[src/rtl/pipelined_bcla_adder_if.sv]
// Operand/result handshake bundle for pipelined_bcla_adder.
// The ovf signal exists only when BCLA_OVF_EN is defined.
interface pipelined_bcla_adder_if #(
  parameter int WIDTH = 19
);
  logic             in_valid;
  logic             in_ready;
  logic [WIDTH-1:0] x;
  logic [WIDTH-1:0] y;
  logic             cin;
  logic             out_valid;
  logic             out_ready;
  logic [WIDTH:0]   s;
`ifdef BCLA_OVF_EN
  logic             ovf;
`endif

  modport master (
    output in_valid, x, y, cin, out_ready,
    input  in_ready, out_valid, s
`ifdef BCLA_OVF_EN
    , ovf
`endif
  );

  modport slave (
    input  in_valid, x, y, cin, out_ready,
    output in_ready, out_valid, s
`ifdef BCLA_OVF_EN
    , ovf
`endif
  );
endinterface

[src/rtl/pipelined_bcla_adder.sv]
// 3-stage pipelined two-level block carry look-ahead adder, s = x + y + cin.
// Define BCLA_OVF_EN to add the registered signed-overflow output ovf.
module pipelined_bcla_adder #(
  parameter int WIDTH = 19,
  parameter int BLOCK = 4,
  parameter int GROUP = 4
) (
  input logic                   clk,
  input logic                   rst_n,
  pipelined_bcla_adder_if.slave bus
);
  localparam int NB = (WIDTH + BLOCK - 1) / BLOCK;
  localparam int NG = (NB + GROUP - 1) / GROUP;

  // Handshake: a beat moves on a rising edge when valid & ready are both high.
  // adv is the global advance; in_ready = adv, so no stage ever holds a beat alone.
  logic adv;
  assign adv = !bus.out_valid || bus.out_ready;

  logic [WIDTH-1:0] p_in, g_in;
  logic [NB-1:0]    gb_c, pb_c;
  assign p_in = bus.x ^ bus.y;
  assign g_in = bus.x & bus.y;

  // Positions past WIDTH are simply skipped, which is the same as P=1, G=0.
  always_comb begin : blk_gp
    logic gacc, pacc;
    gb_c = '0;
    pb_c = '0;
    for (int j = 0; j < NB; j++) begin
      gacc = 1'b0;
      pacc = 1'b1;
      for (int b = 0; b < BLOCK; b++) begin
        if (j * BLOCK + b < WIDTH) begin
          gacc = g_in[j*BLOCK+b] | (p_in[j*BLOCK+b] & gacc);
          pacc = pacc & p_in[j*BLOCK+b];
        end
      end
      gb_c[j] = gacc;
      pb_c[j] = pacc;
    end
  end

  logic             v1, cin1;
  logic [WIDTH-1:0] p1, g1;
  logic [NB-1:0]    gb1, pb1;

  logic [NB-1:0] cb_c;
  logic          cout_c;

  always_comb begin : blk_carry
    logic       gg, pg, cc;
    logic [NG:0] cgrp;
    cb_c    = '0;
    cgrp    = '0;
    cgrp[0] = cin1;
    for (int k = 0; k < NG; k++) begin
      gg = 1'b0;
      pg = 1'b1;
      for (int b = 0; b < GROUP; b++) begin
        if (k * GROUP + b < NB) begin
          gg = gb1[k*GROUP+b] | (pb1[k*GROUP+b] & gg);
          pg = pg & pb1[k*GROUP+b];
        end
      end
      cgrp[k+1] = gg | (pg & cgrp[k]);
    end
    // Block carries inside each group are seeded from that group's carry-in.
    for (int k = 0; k < NG; k++) begin
      cc = cgrp[k];
      for (int b = 0; b < GROUP; b++) begin
        if (k * GROUP + b < NB) begin
          cb_c[k*GROUP+b] = cc;
          cc = gb1[k*GROUP+b] | (pb1[k*GROUP+b] & cc);
        end
      end
    end
    cout_c = cgrp[NG];
  end

  logic             v2, cout2;
  logic [WIDTH-1:0] p2, g2;
  logic [NB-1:0]    cb2;

  logic [WIDTH-1:0] c3;
  logic [WIDTH-1:0] sum_c;

  always_comb begin : blk_ripple
    logic cc;
    c3 = '0;
    for (int j = 0; j < NB; j++) begin
      cc = cb2[j];
      for (int b = 0; b < BLOCK; b++) begin
        if (j * BLOCK + b < WIDTH) begin
          c3[j*BLOCK+b] = cc;
          cc = g2[j*BLOCK+b] | (p2[j*BLOCK+b] & cc);
        end
      end
    end
  end
  assign sum_c = p2 ^ c3;

  logic           v3;
  logic [WIDTH:0] s3;
`ifdef BCLA_OVF_EN
  logic           ovf3;
`endif

  always_ff @(posedge clk or negedge rst_n) begin
    if (!rst_n) begin
      v1    <= 1'b0;
      cin1  <= 1'b0;
      p1    <= '0;
      g1    <= '0;
      gb1   <= '0;
      pb1   <= '0;
      v2    <= 1'b0;
      cout2 <= 1'b0;
      p2    <= '0;
      g2    <= '0;
      cb2   <= '0;
      v3    <= 1'b0;
      s3    <= '0;
`ifdef BCLA_OVF_EN
      ovf3  <= 1'b0;
`endif
    end else if (adv) begin
      v1    <= bus.in_valid;
      cin1  <= bus.cin;
      p1    <= p_in;
      g1    <= g_in;
      gb1   <= gb_c;
      pb1   <= pb_c;
      v2    <= v1;
      cout2 <= cout_c;
      p2    <= p1;
      g2    <= g1;
      cb2   <= cb_c;
      v3    <= v2;
      // Bubbles leave the last result on s untouched.
      if (v2) begin
        s3   <= {cout2, sum_c};
`ifdef BCLA_OVF_EN
        ovf3 <= c3[WIDTH-1] ^ cout2;
`endif
      end
    end
  end

  assign bus.in_ready  = adv;
  assign bus.out_valid = v3;
  assign bus.s         = s3;
`ifdef BCLA_OVF_EN
  assign bus.ovf       = ovf3;
`endif
endmodule
[src/flat_wrapper.sv]
// flat-port wrapper written by rule: the top's interface ports become plain ports
module pipelined_bcla_adder_flat 
#(
  parameter int WIDTH = 19,
  parameter int BLOCK = 4,
  parameter int GROUP = 4
)
  (clk, rst_n, bus_in_valid, bus_x, bus_y, bus_cin, bus_out_ready, bus_in_ready, bus_out_valid, bus_s);
  pipelined_bcla_adder_if #(.WIDTH(WIDTH)) bus_i ();
  input logic clk;
  input logic rst_n;
  input wire logic [$bits(bus_i.in_valid)-1:0] bus_in_valid;
  input wire logic [$bits(bus_i.x)-1:0] bus_x;
  input wire logic [$bits(bus_i.y)-1:0] bus_y;
  input wire logic [$bits(bus_i.cin)-1:0] bus_cin;
  input wire logic [$bits(bus_i.out_ready)-1:0] bus_out_ready;
  output wire logic [$bits(bus_i.in_ready)-1:0] bus_in_ready;
  output wire logic [$bits(bus_i.out_valid)-1:0] bus_out_valid;
  output wire logic [$bits(bus_i.s)-1:0] bus_s;
  assign bus_i.in_valid = bus_in_valid;
  assign bus_i.x = bus_x;
  assign bus_i.y = bus_y;
  assign bus_i.cin = bus_cin;
  assign bus_i.out_ready = bus_out_ready;
  assign bus_in_ready = bus_i.in_ready;
  assign bus_out_valid = bus_i.out_valid;
  assign bus_s = bus_i.s;
  pipelined_bcla_adder #(.WIDTH(WIDTH), .BLOCK(BLOCK), .GROUP(GROUP)) u_core (.clk(clk), .rst_n(rst_n), .bus(bus_i));
endmodule
[config.mk]
export PLATFORM = sky130hd
export DESIGN_NAME = pipelined_bcla_adder_flat
export DESIGN_NICKNAME = d
export VERILOG_FILES = /design/src/rtl/pipelined_bcla_adder_if.sv /design/src/rtl/pipelined_bcla_adder.sv /design/src/flat_wrapper.sv
export SDC_FILE = /design/constraint.sdc
export NUM_CORES = 1
export LEC_CHECK = 0
export ABC_AREA = 1
export CORE_MARGIN = 8
export CORE_UTILIZATION = 59
export DETAILED_ROUTE_END_ITERATION = 7
export HOLD_SLACK_MARGIN = 0.03
export MAX_ROUTING_LAYER = met4
export PLACE_DENSITY = 0.94
export RECOVER_POWER = 50
export SLEW_MARGIN = 20
export SYNTH_ARGS = -nofsm -noshare
export SYNTH_HDL_FRONTEND = slang
export SYNTH_SLANG_ARGS = --single-unit
[constraint.sdc]
create_clock -name clk -period 5.6 [get_ports clk]
set_input_delay 0.84 -clock clk [delete_from_list [all_inputs] [get_ports clk]]
set_output_delay 0.84 -clock clk [all_outputs]
set_load 0.01 [all_outputs]
After elaboration in Yosys (flattened, before gate mapping)
Index checks and enable logic that the tools add are counted.
W data, S select, Z words.
{"block": "op_classes", "n_bitwise": 92, "n_reduce_logical": 3}
{"operator": "$and A1 B1 Y1", "count": 53}
{"operator": "$xor A19 B19 Y19", "count": 2}
{"operator": "$or A1 B1 Y1", "count": 36}
{"operator": "$and A19 B19 Y19", "count": 1}
{"operator": "$reduce_and A2 Y1", "count": 1}
{"operator": "$logic_not A1 Y1", "count": 1}
{"operator": "$logic_or A1 B1 Y1", "count": 1}
{"block": "totals", "register_bits": 114, "out_inout_bits": 22}

Logic depth before layout (Yosys ltp)
{"block": "depth", "ltp_word": 9, "depth_mapped": 8, "depth_no_buf": 8}

Least setup slack after synthesis
OpenSTA, ideal clock, no wires.
{"block": "synth_path", "kind": "in2out", "start": "in bus_out_ready", "end": "out bus_in_ready", "path_slack_ns": 3.490, "arrival_time_ns": 1.270, "cell_stages": 4, "t_required_ns": 4.760, "path_cell_list": "inv_2 > nand2_4 > buf_4 > buf_2"}
{"block": "synth_between", "elab_chain_len": 1}
{"item": "from (decl)", "line": "flat_wrapper.sv:16", "text": "input wire logic [$bits(bus_i.out_ready)-1:0] bus_out_ready;"}
{"item": "$logic_or A1 B1 Y1", "line": "pipelined_bcla_adder.sv:18", "text": "assign adv = !bus.out_valid || bus.out_ready;"}
{"item": "to (decl)", "line": "flat_wrapper.sv:17", "text": "output wire logic [$bits(bus_i.in_ready)-1:0] bus_in_ready;"}
No other way between the ends.

Worst setup path after layout
Ends and elaborated chain as after synthesis.

==> impl_results.md <==
* Worst-margin pin slew at 1.826 ns
* WS Path Type: in -> out
* Die H at 105.6 µm
* Layout cell share with drive strength beyond 1 at 5.660%
* Total Routing Usage GR at 18.88%
* Crit path cell chain: dlygate4sd3_1 -> inv_1 -> nand2_4 -> clkdlybuf4s50_1
* Skew-Pair Late Insertion Delay at 0.37 ns
* Die footprint at 0.01115 mm²
* Seq/Total Area, Yosys at 56.04%
* Area delta synth->final at 18.05%
* Slew Viols, Final at 109
* Unrepaired setup endpoints after global routing: no
* N_diodes at 0
* First drt pass iteration count at 5
* Die Wd at 105.6 µm
* TritonCTS clock tree: yes
* Critical Path Slowest Stage Cell: clkdlybuf4s50_1
* Reg-to-Reg Start: u_core.bus.out_valid
* GPL Wtd Cong at 0.8135
* Hold buffers post-CTS at 0
* Pin count of the biggest net entering global routing at 90
* Max Freq at 280.8 MHz
* HPWL after DPL at 6.959 mm
* Initial drt markers at 281
* Worst vdd ir at 259.6 µV
* Initial Util at 60.94%
* Depth of the CTS H-tree at 3
* Crit path launch type: input pin
* # setup viols final at 0
* Final Instance Area at 0.005588 mm²
* Status: complete, but fails checks
* Max_cap viols at 2
* Worst slew margin at -21.70%
* Placed cell areas at 0.005359 mm²
* Vias per cell at 5.201
* TritonCTS Buffers at 9
* Finished Core Util at 71.94%
* Initial antenna violation count at 0
* DRT Wirelength at 9.698 mm
* Root Driver: clkbuf_8
* Failing checks: capacitance limit, slew limit
* Post-DRT Antenna Nets at 0
* Mapped cell area at 0.004733 mm²
* Multi-input logic area at 0.001861 mm²
* Final nets at 654
* IO buf count at 64
* Vias at 3563
* CTS resizes at 0
* Clock Pin Slew Worst Setup and Hold Paths at 0.09 ns
* Synthesized area per cell at 9.050 µm²
* Final hold viol count at 0
* Setup crit end kind: primary output
* Pwr/cell area at 446.6 mW/mm²
* CP bufs+invs at 3
* Synth Instances at 523
* Clock tree sinks at 106
* Grt total ovfl at 0
* FF+latch area at 0.002653 mm²
* Core ar. at 0.007767 mm²
* Total power at 2496 µW
* Clock Skews at 0.01087 ns
* WP data arrival at 2.72 ns
* CTS Buffer Depth at 2
* Setup_tns at 0 ns
* Crit. Startpoint: bus_out_ready
* Final min period at 3.562 ns
* Post-CTS Setup Bufs at 0
* Vias in the first global route at 3579
* Tcrit/Tclk final at 63.60%
* Crit Path Max Fanout at 86
* Worst path max stage delay at 0.68 ns
* #FFs+latches synth at 106
* Worst R2R Setup Slack at 3.19 ns
* Global-route wire length before repair at 16.60 mm
* Yosys warns at 0
* Row cnt at 32
* Synth unique cells at 23
* Min-delay worst type: reg -> reg
* Required time worst endpoint at 4.76 ns
* Wire per inst at 14.16 µm
* Number of filler cells placed in the layout at 545
* Syn_nets at 599
* DRC viols at 0
* I/O pins at 65
* CP top delay family: buffers and inverters
* Min-delay src: u_core.g2[0]
* Leak pwr at 0.002929 µW
==> metrics by stage <==
stage	cells	setup WS [ns]	hold slack (ns)
3_3_place_gp	669	2.133	0.4455
5_1_grt	685	1.451	0.4902
6_report	685	2.038	0.4756
4_1_cts	685	2.126	0.4142
3_5_place_dp	669	2.132	0.4545
2_1_floorplan	523	3.490	0.4338
==> layer usage <==
layer	global-route usage (%)	part of all wire [%]	vias to the layer above	wire [µm]
li1	-	-	1750	-
met2	29.90	49	118	4763
met5	-	0	-	0
met1	23.21	43	1676	4188
met3	3.471	5.3	19	515
met4	8.442	2.4	0	231
==> worst min-delay path, stage by stage (launching register included) <==
cell and delay (ns):
dfrtp_1 0.35, nand2_1 0.05, nand2_1 0.05
==> power by group <==
| group | switching [µW] | internal (µW) | total, µW |
|---|---|---|---|
| Clock | 252 | 278 | 530 |
| Sequential | 143 | 1010 | 1150 |
| Combinational | 459 | 357 | 816 |
==> area by class of cell <==
type / instances / share of cell area, %
clock buffers: 11 / 2.709
clock inverters: 5 / 1.500
inverters: 18 / 1.299
multi-input cells: 378 / 33.30
flip-flops and latches: 106 / 47.47
well taps: 102 / 2.284
repair buffers: 65 / 11.44
==> layout by cell type (no fill, tap or decap) <==
master           instances
nand2_4                  1
a21oi_1                  5
nand3_1                  9
dfrtp_1                106
inv_1                   16
nand4_1                  1
nor2_1                   8
clkdlybuf4s50_1         56
o22ai_1                  1
or2_2                   11
clkbuf_1                 1
ha_1                    33
clkbuf_8                11
clkbuf_2                 1
bufinv_16                2
inv_6                    1
o21ai_1                  4
o21bai_1                 1
xor2_1                   5
inv_4                    2
o211ai_1                 3
o21ai_2                  1
clkinvlp_4               2
o21ai_0                 23
dlygate4sd3_1            7
nor2_8                   1
nand2_1                271
==> cell families (layout without fill, tap and decap cells) <==
group	after synthesis	count (layout)	share of synthesized area, %
AOI/OAI and AO/OA	38	38	4.335
DFF	106	106	56.04
xor gates and xnor gates	5	5	0.9251
adders and majority gates	33	33	8.723
and+or+nand+nor	302	302	25.32
buffers and inverters	39	99	4.652
==> synthesized netlist by cell type, drive strengths merged <==
| cell type | number | share of area [%] |
|---|---|---|
| xor2 | 5 | 0.93 |
| nand2 | 272 | 22 |
| nand3 | 9 | 0.95 |
| or2 | 11 | 1.5 |
| o21ai | 28 | 3.0 |
| a21oi | 5 | 0.53 |
| o21bai | 1 | 0.16 |
| ha | 33 | 8.7 |
| nor2 | 9 | 1.1 |
| dfrtp | 106 | 56 |
| buf | 21 | 3.1 |
| inv | 18 | 1.5 |
| nand4 | 1 | 0.13 |
| o22ai | 1 | 0.13 |
| o211ai | 3 | 0.48 |
==> registers in the layout, summed over array words and instances (netlist names) <==
register              cells
u_core.bus.out_valid      1
u_core.pb1                5
u_core.p1                19
u_core.cin1               1
u_core.bus.s             20
u_core.g1                14
u_core.cout2              1
u_core.p2                19
u_core.cb2                5
u_core.v1                 1
u_core.g2                14
u_core.gb1                5
u_core.v2                 1
==> final timing paths <==
check                                   to  cells after the start
setup reg to reg           u_core.bus.s[3]                      6
min in group asynchronous     u_core.g2[2]                      1
hold reg to reg               u_core.g2[0]                      2
max in group asynchronous    u_core.g1[14]                      2
setup / recovery              bus_in_ready                      4
hold / removal                u_core.g2[0]                      2
Power figures use the tool's default switching activity.
